### src/rtl/fetch_stage.sv
// fetch_stage: instruction-fetch stage of the 19-bit pipelined CPU.
// Owns the PC, drives the synchronous instruction memory read address and
// loads the IF/ID register. Stall controls come from hazard detection and
// the redirect from EX. Two saturating counters expose stall/flush activity.
//
// The memory read address is the *next* PC, so the memory's own output
// register lines up imem_rdata with the registered pc every cycle. Stalls
// therefore just re-issue the same address and need no extra hold register.
module fetch_stage #(
    parameter int                     ADDR_WIDTH  = 19,
    parameter int                     INSTR_WIDTH = 19,
    parameter logic [ADDR_WIDTH-1:0]  RESET_PC    = '0,
    parameter logic [INSTR_WIDTH-1:0] NOP_INSTR   = '0,
    parameter int                     CNT_WIDTH   = 16
) (
    input  logic                   clk,
    input  logic                   reset,
    input  logic                   PCWrite,
    input  logic                   IF_IDwrite,
    input  logic                   branch_taken,
    input  logic [ADDR_WIDTH-1:0]  branch_target,
    output logic [ADDR_WIDTH-1:0]  imem_addr,
    input  logic [INSTR_WIDTH-1:0] imem_rdata,
    output logic [ADDR_WIDTH-1:0]  pc,
    output logic [INSTR_WIDTH-1:0] if_id_instr,
    output logic [ADDR_WIDTH-1:0]  if_id_pc,
    output logic                   if_id_valid,
    output logic [CNT_WIDTH-1:0]   stall_count,
    output logic [CNT_WIDTH-1:0]   flush_count
);

    localparam logic [ADDR_WIDTH-1:0] PC_ONE  = {{(ADDR_WIDTH-1){1'b0}}, 1'b1};
    localparam logic [CNT_WIDTH-1:0]  CNT_ONE = {{(CNT_WIDTH-1){1'b0}}, 1'b1};
    localparam logic [CNT_WIDTH-1:0]  CNT_MAX = '1;

    logic [ADDR_WIDTH-1:0] pc_next;
    logic [ADDR_WIDTH-1:0] pc_inc;
    logic                  stall_evt;

    // Sequential successor; natural overflow wraps the top address to 0.
    assign pc_inc = pc + PC_ONE;

    // A stall only counts when it actually held the PC; a redirect wins.
    assign stall_evt = !PCWrite && !branch_taken;

    // Next-PC priority: reset, redirect (beats stall), stall hold, advance.
    always_comb begin
        pc_next = pc_inc;
        if (reset)
            pc_next = RESET_PC;
        else if (branch_taken)
            pc_next = branch_target;
        else if (!PCWrite)
            pc_next = pc;
    end

    // The memory sees pc_next directly, including while reset is held.
    assign imem_addr = pc_next;

    // PC always follows pc_next; hold/redirect are already folded in.
    always_ff @(posedge clk) begin
        pc <= pc_next;
    end

    // IF/ID: reset, flush to a bubble on redirect, load, else hold.
    always_ff @(posedge clk) begin
        if (reset) begin
            if_id_instr <= NOP_INSTR;
            if_id_pc    <= '0;
            if_id_valid <= 1'b0;
        end else if (branch_taken) begin
            if_id_instr <= NOP_INSTR;
            if_id_pc    <= pc;
            if_id_valid <= 1'b0;
        end else if (IF_IDwrite) begin
            if_id_instr <= imem_rdata;
            if_id_pc    <= pc;
            if_id_valid <= 1'b1;
        end
    end

    // Saturating stall counter: cycles where the PC was held by PCWrite.
    always_ff @(posedge clk) begin
        if (reset)
            stall_count <= '0;
        else if (stall_evt && stall_count != CNT_MAX)
            stall_count <= stall_count + CNT_ONE;
    end

    // Saturating flush counter: cycles with a redirect from EX.
    always_ff @(posedge clk) begin
        if (reset)
            flush_count <= '0;
        else if (branch_taken && flush_count != CNT_MAX)
            flush_count <= flush_count + CNT_ONE;
    end

endmodule
### config.mk
export PLATFORM = sky130hd
export DESIGN_NAME = fetch_stage
export DESIGN_NICKNAME = d
export VERILOG_FILES = /design/src/rtl/fetch_stage.sv
export SDC_FILE = /design/constraint.sdc
export NUM_CORES = 1
export LEC_CHECK = 0
export CAP_MARGIN = 20
export CORE_ASPECT_RATIO = 1.2
export CORE_UTILIZATION = 34
export DETAILED_ROUTE_END_ITERATION = 6
export PLACE_DENSITY = 0.71
export SLEW_MARGIN = 20
export SYNTH_ARGS = -nofsm -noshare
export SYNTH_HDL_FRONTEND = slang
export SYNTH_SLANG_ARGS = --single-unit
### constraint.sdc
create_clock -name clk -period 2.1 [get_ports clk]
set_input_delay 0.21 -clock clk [delete_from_list [all_inputs] [get_ports clk]]
set_output_delay 0.21 -clock clk [all_outputs]
set_load 0.01 [all_outputs]
==> results of run 1 <==
[layout by cell type, fill, tap and decap left out, types with 14 or more instances in the layout]
cell / n
clkdlybuf4s50_1: 130
dfxtp_1: 84
buf_4: 66
nand2_1: 63
nor2_1: 56
a21oi_1: 47
mux2i_1: 22
nand3_1: 15
buf_6: 15
nand4_1: 14
[flip-flops by register name (all words and copies together) (netlist names)]
signal,cells
flush_count,16
stall_count,16
if_id_valid,1
pc,19
if_id_instr,19
if_id_pc,19
[layout make-up]
class / count / area (um2)
fillers: 982 / 4830
flip-flops and latches: 90 / 1810
repair buffers: 229 / 2070
well taps: 157 / 196
clock buffers: 10 / 239
multi-input cells: 356 / 2320
clock inverters: 5 / 78.8
inverters: 5 / 18.8
[path summary, 6_finish.rpt]
| path | start | endpoint | slack, ns | cells past startpoint |
|---|---|---|---|---|
| max | pc[0]$_DFF_P_ | imem_addr[6] | -0.06 | 6 |
| min | reset | if_id_pc[1]$_SDFFE_PP0P_ | 0.16 | 2 |
| min reg2reg | if_id_pc[4]$_SDFFE_PP0P_ | if_id_pc[4]$_SDFFE_PP0P_ | 0.45 | 2 |
| max reg2reg | pc[5]$_DFF_P_ | pc[17]$_DFF_P_ | 0.01 | 13 |
[metal layers]
layer / vias to the layer above / GRT usage [%] / routed length, um / part of all wire (%)
li1: 2124 / - / - / -
met1: 1964 / 23.9 / 5330 / 42
met2: 146 / 34.3 / 6080 / 48
met3: 34 / 6.80 / 767 / 6.1
met4: 0 / 8.33 / 416 / 3.3
met5: - / 0 / 0 / 0
[through the flow]
stage	hold slack, ns	cells	util [%]	setup WS [ns]	total power [mW]
finish	0.159	852	58.2	-0.0648	4.21
global route	0.184	852	58.2	-0.175	4.38
CTS	0.151	847	57.0	-0.0815	4.22
detailed placement	0.444	821	52.7	-0.526	2.47
global placement	0.440	821	52.7	-0.504	2.46
floorplan	0.358	477	-	0.0875	2.09
[critical path, cell delays in order, from the launching register on]
cell and delay (ns):
dfxtp_2 0.35, ha_4 0.14, nand4_1 0.11, buf_6 0.17
or3_1 0.36, a311oi_2 0.29, buf_2 0.19
[logic make-up (layout without fill, tap and decap cells)]
kind of cell             count (synthesis)  after routing  share of synthesized area [%]
flip-flops                              90             90                           44.6
AO/OA/AOI/OAI                           86             86                           12.9
buffers and inverters                   31            249                           3.13
XOR/XNOR                                14             14                           3.04
adder cells (fa/ha/maj)                  3              3                          0.929
multiplexers                            32             32                           8.24
AND/OR/NAND/NOR                        221            221                           27.1
[timing repair]
action                     in CTS  in global routing
buffers inserted               10                  5
resized for setup             105                 22
setup endpoints to repair      19                 16
hold endpoints to repair        0                  0
pin swaps                      17                 11
gates cloned                    1                  0
[power breakdown]
part / internal, mW / switching (mW) / total (mW)
combinational: 0.362 / 0.298 / 0.660
clock: 1.07 / 0.667 / 1.73
sequential: 1.77 / 0.0444 / 1.82
==> results by group, run 1 <==
Status
  • Outcome: complete, but fails checks
  • Violated checks: setup timing

Timing
  • PnR worst setup slack: -0.0648 ns
  • Final Slew Violations: 0
  • Crit path time final: approximately 2.2 ns
  • RSZ-0062 raised after global routing: true
  • Relative slew margins: 67.9%
  • Period utilization: 103%
  • Worst slew pin tran: 0.478 ns
  • Final Hold Fails: 0
  • Setup violators final: 6
  • Max Clock Skew: 0.00715 ns
  • Setup_tns: -0.231 ns
  • Fmax: ~0.46 GHz

CTS
  • Reg clk slew, reported paths: approximately 0.060 ns
  • Post-CTS Hold Buffers: 0
  • CTS tree: built
  • CTS H-tree depth: 3
  • CTS Sinks: 90
  • CTS max path bufs: 2
  • Clock latency on the worst-skew pair: 0.34 ns
  • CTS buffer count: 9
  • Clk Tree Root Cell: clkbuf_16

Setup path
  • Crit path max fanout: 5
  • Required time of the critical path: 1.89 ns
  • CP Capture Type: output port
  • Startpoint types: flip-flop
  • CP arrival: 1.95 ns
  • Setup CP Type: reg -> out

Detailed routing
  • First DRT Iteration DRCs: between 200 and 250
  • Drt pass-1 iters: 4
  • Vias per inst: between 5 and 6
  • DRC: 0
  • Antenna Nets Post-Route: 0
  • Post-Route WL: 12600 um
  • Post-DR wirelength/cell: 14.8 um
  • Total vias in the final route: 4268

Placement
  • Buffers on Ports: 151
  • Placed Area: 6100 um2
  • RePlAce Congestion: approximately 0.81
  • Hpwl dp: 8960 um

Cells and area
  • Antenna Cells: 0
  • Nets@finish: 737
  • Post-route cell area: 6740 um2
  • Layout cells sized above 1: roughly 23%
  • Layout area overhead: 66.8%

Yosys
  • Primary FF master, synth: dfxtp_1
  • Register area share after synthesis: 44.6%
  • Post-synth top cells: 90 x dfxtp_1, 63 x nand2_1, 57 x nor2_1
  • Syn_nets: between 500 and 600
  • Synth warn: 0
  • Synth area leaders: dfxtp_1 45%, a21oi_1 5.9%, nand2_1 5.9%
  • Biggest area consumer among synthesized cells: dfxtp_1
  • Post-Syn Area per Cell: 8.47 um2
  • Most common cell in the netlist: dfxtp_1
  • Synth Register Bits: 90
  • Post-synth top area share: between 40 and 50%
  • Synth Cell Area: 4040 um2
  • Post-synth EDFFs: 0
  • Cell variety after synth: 46
  • Post-Syn Instances: 477
  • Ys async rst share: 0%

Global routing
  • Vias in the first global route: 4146
  • All-layer global routing usage: 20.5%
  • Pin count of the biggest net entering global routing: 44
  • Antenna violations before repair: 0
  • First-pass GRT wire length: approximately 20000 um
  • Grt total ovfl: 0

Power
  • Power density cells: 625 nW/um2
  • Static leakage: 2.63 nW
  • Worst ir drop on vdd: around 0.00039 V

Floorplan
  • Die H: 121 um
  • Area of the core: 11600 um2
  • Starting Density: 34.9%
  • Die Area: approximately 12000 um2
  • Std cell rows: 43
  • Die width: ~100 um
  • I/O pin count: about 150

Worst hold path
  • Worst hold path class: in -> reg

Run
  • Max-cap viol count: 0
Note: power is estimated with default switching activity, not from simulation.
==> run 2, diff against run 1 <==
Settings changed: SKIP_LAST_GASP set to 1.
==> run 2 against run 1 <==
Against the previous run:
- the flow still finishes with violations (setup timing)
- via count up 0.52%
- core utilization fell by 0.13 points
- clock skew about the same
- die area is the same
- global-route usage fell by 0.15 points
- hold slack gained 0.0038 ns
- largest power group unchanged
- worst setup slack lost 0.078 ns
- sequential power barely moved
==> results by group, run 2 (synthesis gave the netlist of run 1 again) <==
Worst hold path
  • Hold_sp: reset (unchanged)
  • WHS Path Cells: 2 (unchanged)
  • Worst hold path class: in -> reg (unchanged)

Power
  • Clock Power Share: 41.2% (about the same)
  • Static leakage: 2.66 nW (was 2.63 nW)
  • Internal power component: 3.20 mW (about the same)
  • Switching power: 1.00 mW (was 1.01 mW)
  • Comb power frac: 15.6% (was 15.7%)
  • Power density cells: 625 nW/um2 (about the same)
  • Switching Share: 23.9% (was 24.0%)
  • Fraction of power consumed by sequential logic: 43.2% (was 43.1%)
  • Worst ir drop on vdd: 0.000386 V (about the same)
  • Tot Pwr: 4.20 mW (was 4.21 mW)

Cells and area
  • Nets@finish: 735 (was 737)
  • Antenna Cells: 0 (unchanged)
  • Most frequent cells in the layout: 130 x clkdlybuf4s50_1, 84 x dfxtp_1, 73 x buf_4, 63 x nand2_1, 56 x nor2_1 (was 130 x clkdlybuf4s50_1, 84 x dfxtp_1, 66 x buf_4, 63 x nand2_1, 56 x nor2_1)
  • Layout cells sized above 1: 22.9% (was 23.0%)
  • Commonest non-fill, non-tap cell in the layout: clkdlybuf4s50_1 (unchanged)
  • Largest regs: if_id_instr: 19 flops, if_id_pc: 19 flops, pc: 19 flops (unchanged)
  • Post-route cell area: 6720 um2 (was 6740 um2)
  • Layout area overhead: 66.4% (was 66.8%)
  • Non-Filler Instances: 850 (was 852)
  • Fin util: 58.1% (was 58.2%)

Floorplan
  • Std cell rows: 43 (unchanged)
  • Area of the core: 11600 um2 (unchanged)
  • Die H: 121 um (unchanged)
  • Die width: 101 um (unchanged)
  • I/O pin count: 152 (unchanged)
  • Starting Density: 34.9% (unchanged)
  • Die Area: 12300 um2 (unchanged)

CTS
  • Reg clk slew, reported paths: 0.06 ns (about the same)
  • CTS max path bufs: 2 (unchanged)
  • CTS Sinks: 90 (unchanged)
  • Clock latency on the worst-skew pair: 0.34 ns (about the same)
  • CTS buffer count: 9 (unchanged)
  • Clk Tree Root Cell: clkbuf_16 (unchanged)
  • CTS H-tree depth: 3 (unchanged)
  • CTS tree: built (unchanged)

Global routing
  • All-layer global routing usage: 20.4% (was 20.5%)
  • Vias in the first global route: 4133 (was 4146)
  • First-pass GRT wire length: 19600 um (was 19700 um)
  • Pin count of the biggest net entering global routing: 44 (unchanged)
  • Antenna violations before repair: 0 (unchanged)
  • Grt total ovfl: 0 (unchanged)

Timing
  • Worst slew pin tran: 0.461 ns (was 0.478 ns)
  • Hold_ws: 0.163 ns (was 0.159 ns)
  • Crit path time final: 2.24 ns (was 2.16 ns)
  • PnR worst setup slack: -0.143 ns (was -0.0648 ns)
  • Final Hold Fails: 0 (unchanged)
  • Final Slew Violations: 0 (unchanged)
  • Period utilization: 107% (was 103%)
  • Fmax: 0.446 GHz (was 0.462 GHz)
  • Relative slew margins: 69.0% (was 67.9%)
  • Setup violators final: 8 (was 6)
  • Max Clock Skew: 0.00711 ns (was 0.00715 ns)
  • RSZ-0062 raised after global routing: true (unchanged)

Detailed routing
  • First DRT Iteration DRCs: 195 (was 206)
  • Drt pass-1 iters: 4 (unchanged)
  • Total vias in the final route: 4290 (was 4268)
  • Post-Route WL: 12500 um (was 12600 um)
  • DRC: 0 (unchanged)
  • Post-DR wirelength/cell: 14.7 um (was 14.8 um)
  • Antenna Nets Post-Route: 0 (unchanged)
  • Vias per inst: 5.05 (was 5.01)

Status
  • Outcome: complete, but fails checks (unchanged)
  • Violated checks: setup timing (unchanged)

Setup path
  • FF-to-FF path depth: 13 (unchanged)
  • Setup CP Type: reg -> out (unchanged)
  • CP Launch Point: pc[0]$_DFF_P_ (unchanged)
  • CP Capture Type: output port (unchanged)
  • Startpoint types: flip-flop (unchanged)
  • CP arrival: 2.03 ns (was 1.95 ns)
  • Reg2reg start: pc[5]$_DFF_P_ (unchanged)
  • Crit path max fanout: 5 (unchanged)
  • Required time of the critical path: 1.89 ns (about the same)

Placement
  • Hpwl dp: 8960 um (unchanged)
  • Placed Area: 6100 um2 (unchanged)
  • Buffers on Ports: 151 (unchanged)
  • RePlAce Congestion: 0.805 (unchanged)
  • # placed instances: 821 (unchanged)

Run
  • Max-cap viol count: 0 (unchanged)
[run 2: area by class of cell]
cell class,instances,area [um2]
Clock buffer,10,239
Clock inverter,5,78.8
Fill cell,990,4840
Inverter,5,21.3
Multi-Input combinational cell,356,2330
Sequential cell,90,1810
Tap cell,157,196
Timing Repair Buffer,227,2050
[run 2: metal layers]
layer  global-route usage, %  wire length (um)  share of wire [%]
met1                    23.8              5360                 43
met4                    8.06               365                2.9
met3                    6.74               785                6.3
met2                    34.1              6020                 48
met5                       0                 0                  0
[run 2: worst paths after layout]
path,slack (ns),endpoint
max,-0.14,imem_addr[6]
min,0.16,if_id_pc[1]$_SDFFE_PP0P_
max reg2reg,-0.08,pc[17]$_DFF_P_
min reg2reg,0.45,if_id_pc[4]$_SDFFE_PP0P_
[run 2: timing repair]
action / in CTS / in global routing
endpoints found under the setup margin: 19 / 19
cloned: 1 / 0
pin swaps: 15 / 12
setup buffers: 10 / 3
hold buffers: 0 / 0
gates resized for setup: 91 / 28
[run 2: per-stage QoR]
step	setup WS [ns]	TNS (ns)
floorplan	0.0875	0
finish	-0.143	-0.577
global route	-0.224	-1.79
CTS	-0.187	-0.898
global placement	-0.504	-6.79
detailed placement	-0.526	-7.50
[run 2: power groups by stage]
stage | clock [mW] | combinational [mW] | sequential (mW)
after CTS | 1.78 | 0.634 | 1.81
final | 1.73 | 0.655 | 1.81
after floorplan | 0 | 0.200 | 1.89
after global routing | 1.85 | 0.703 | 1.82
after global placement | 0 | 0.611 | 1.85
after detailed placement | 0 | 0.622 | 1.85
[run 2: critical path, stage by stage, from the launching register on]
cell and delay (ns):
dfxtp_2 0.35, ha_4 0.14, nand4_1 0.13, buf_6 0.17, or3_1 0.35, a311oi_2 0.36
buf_2 0.19
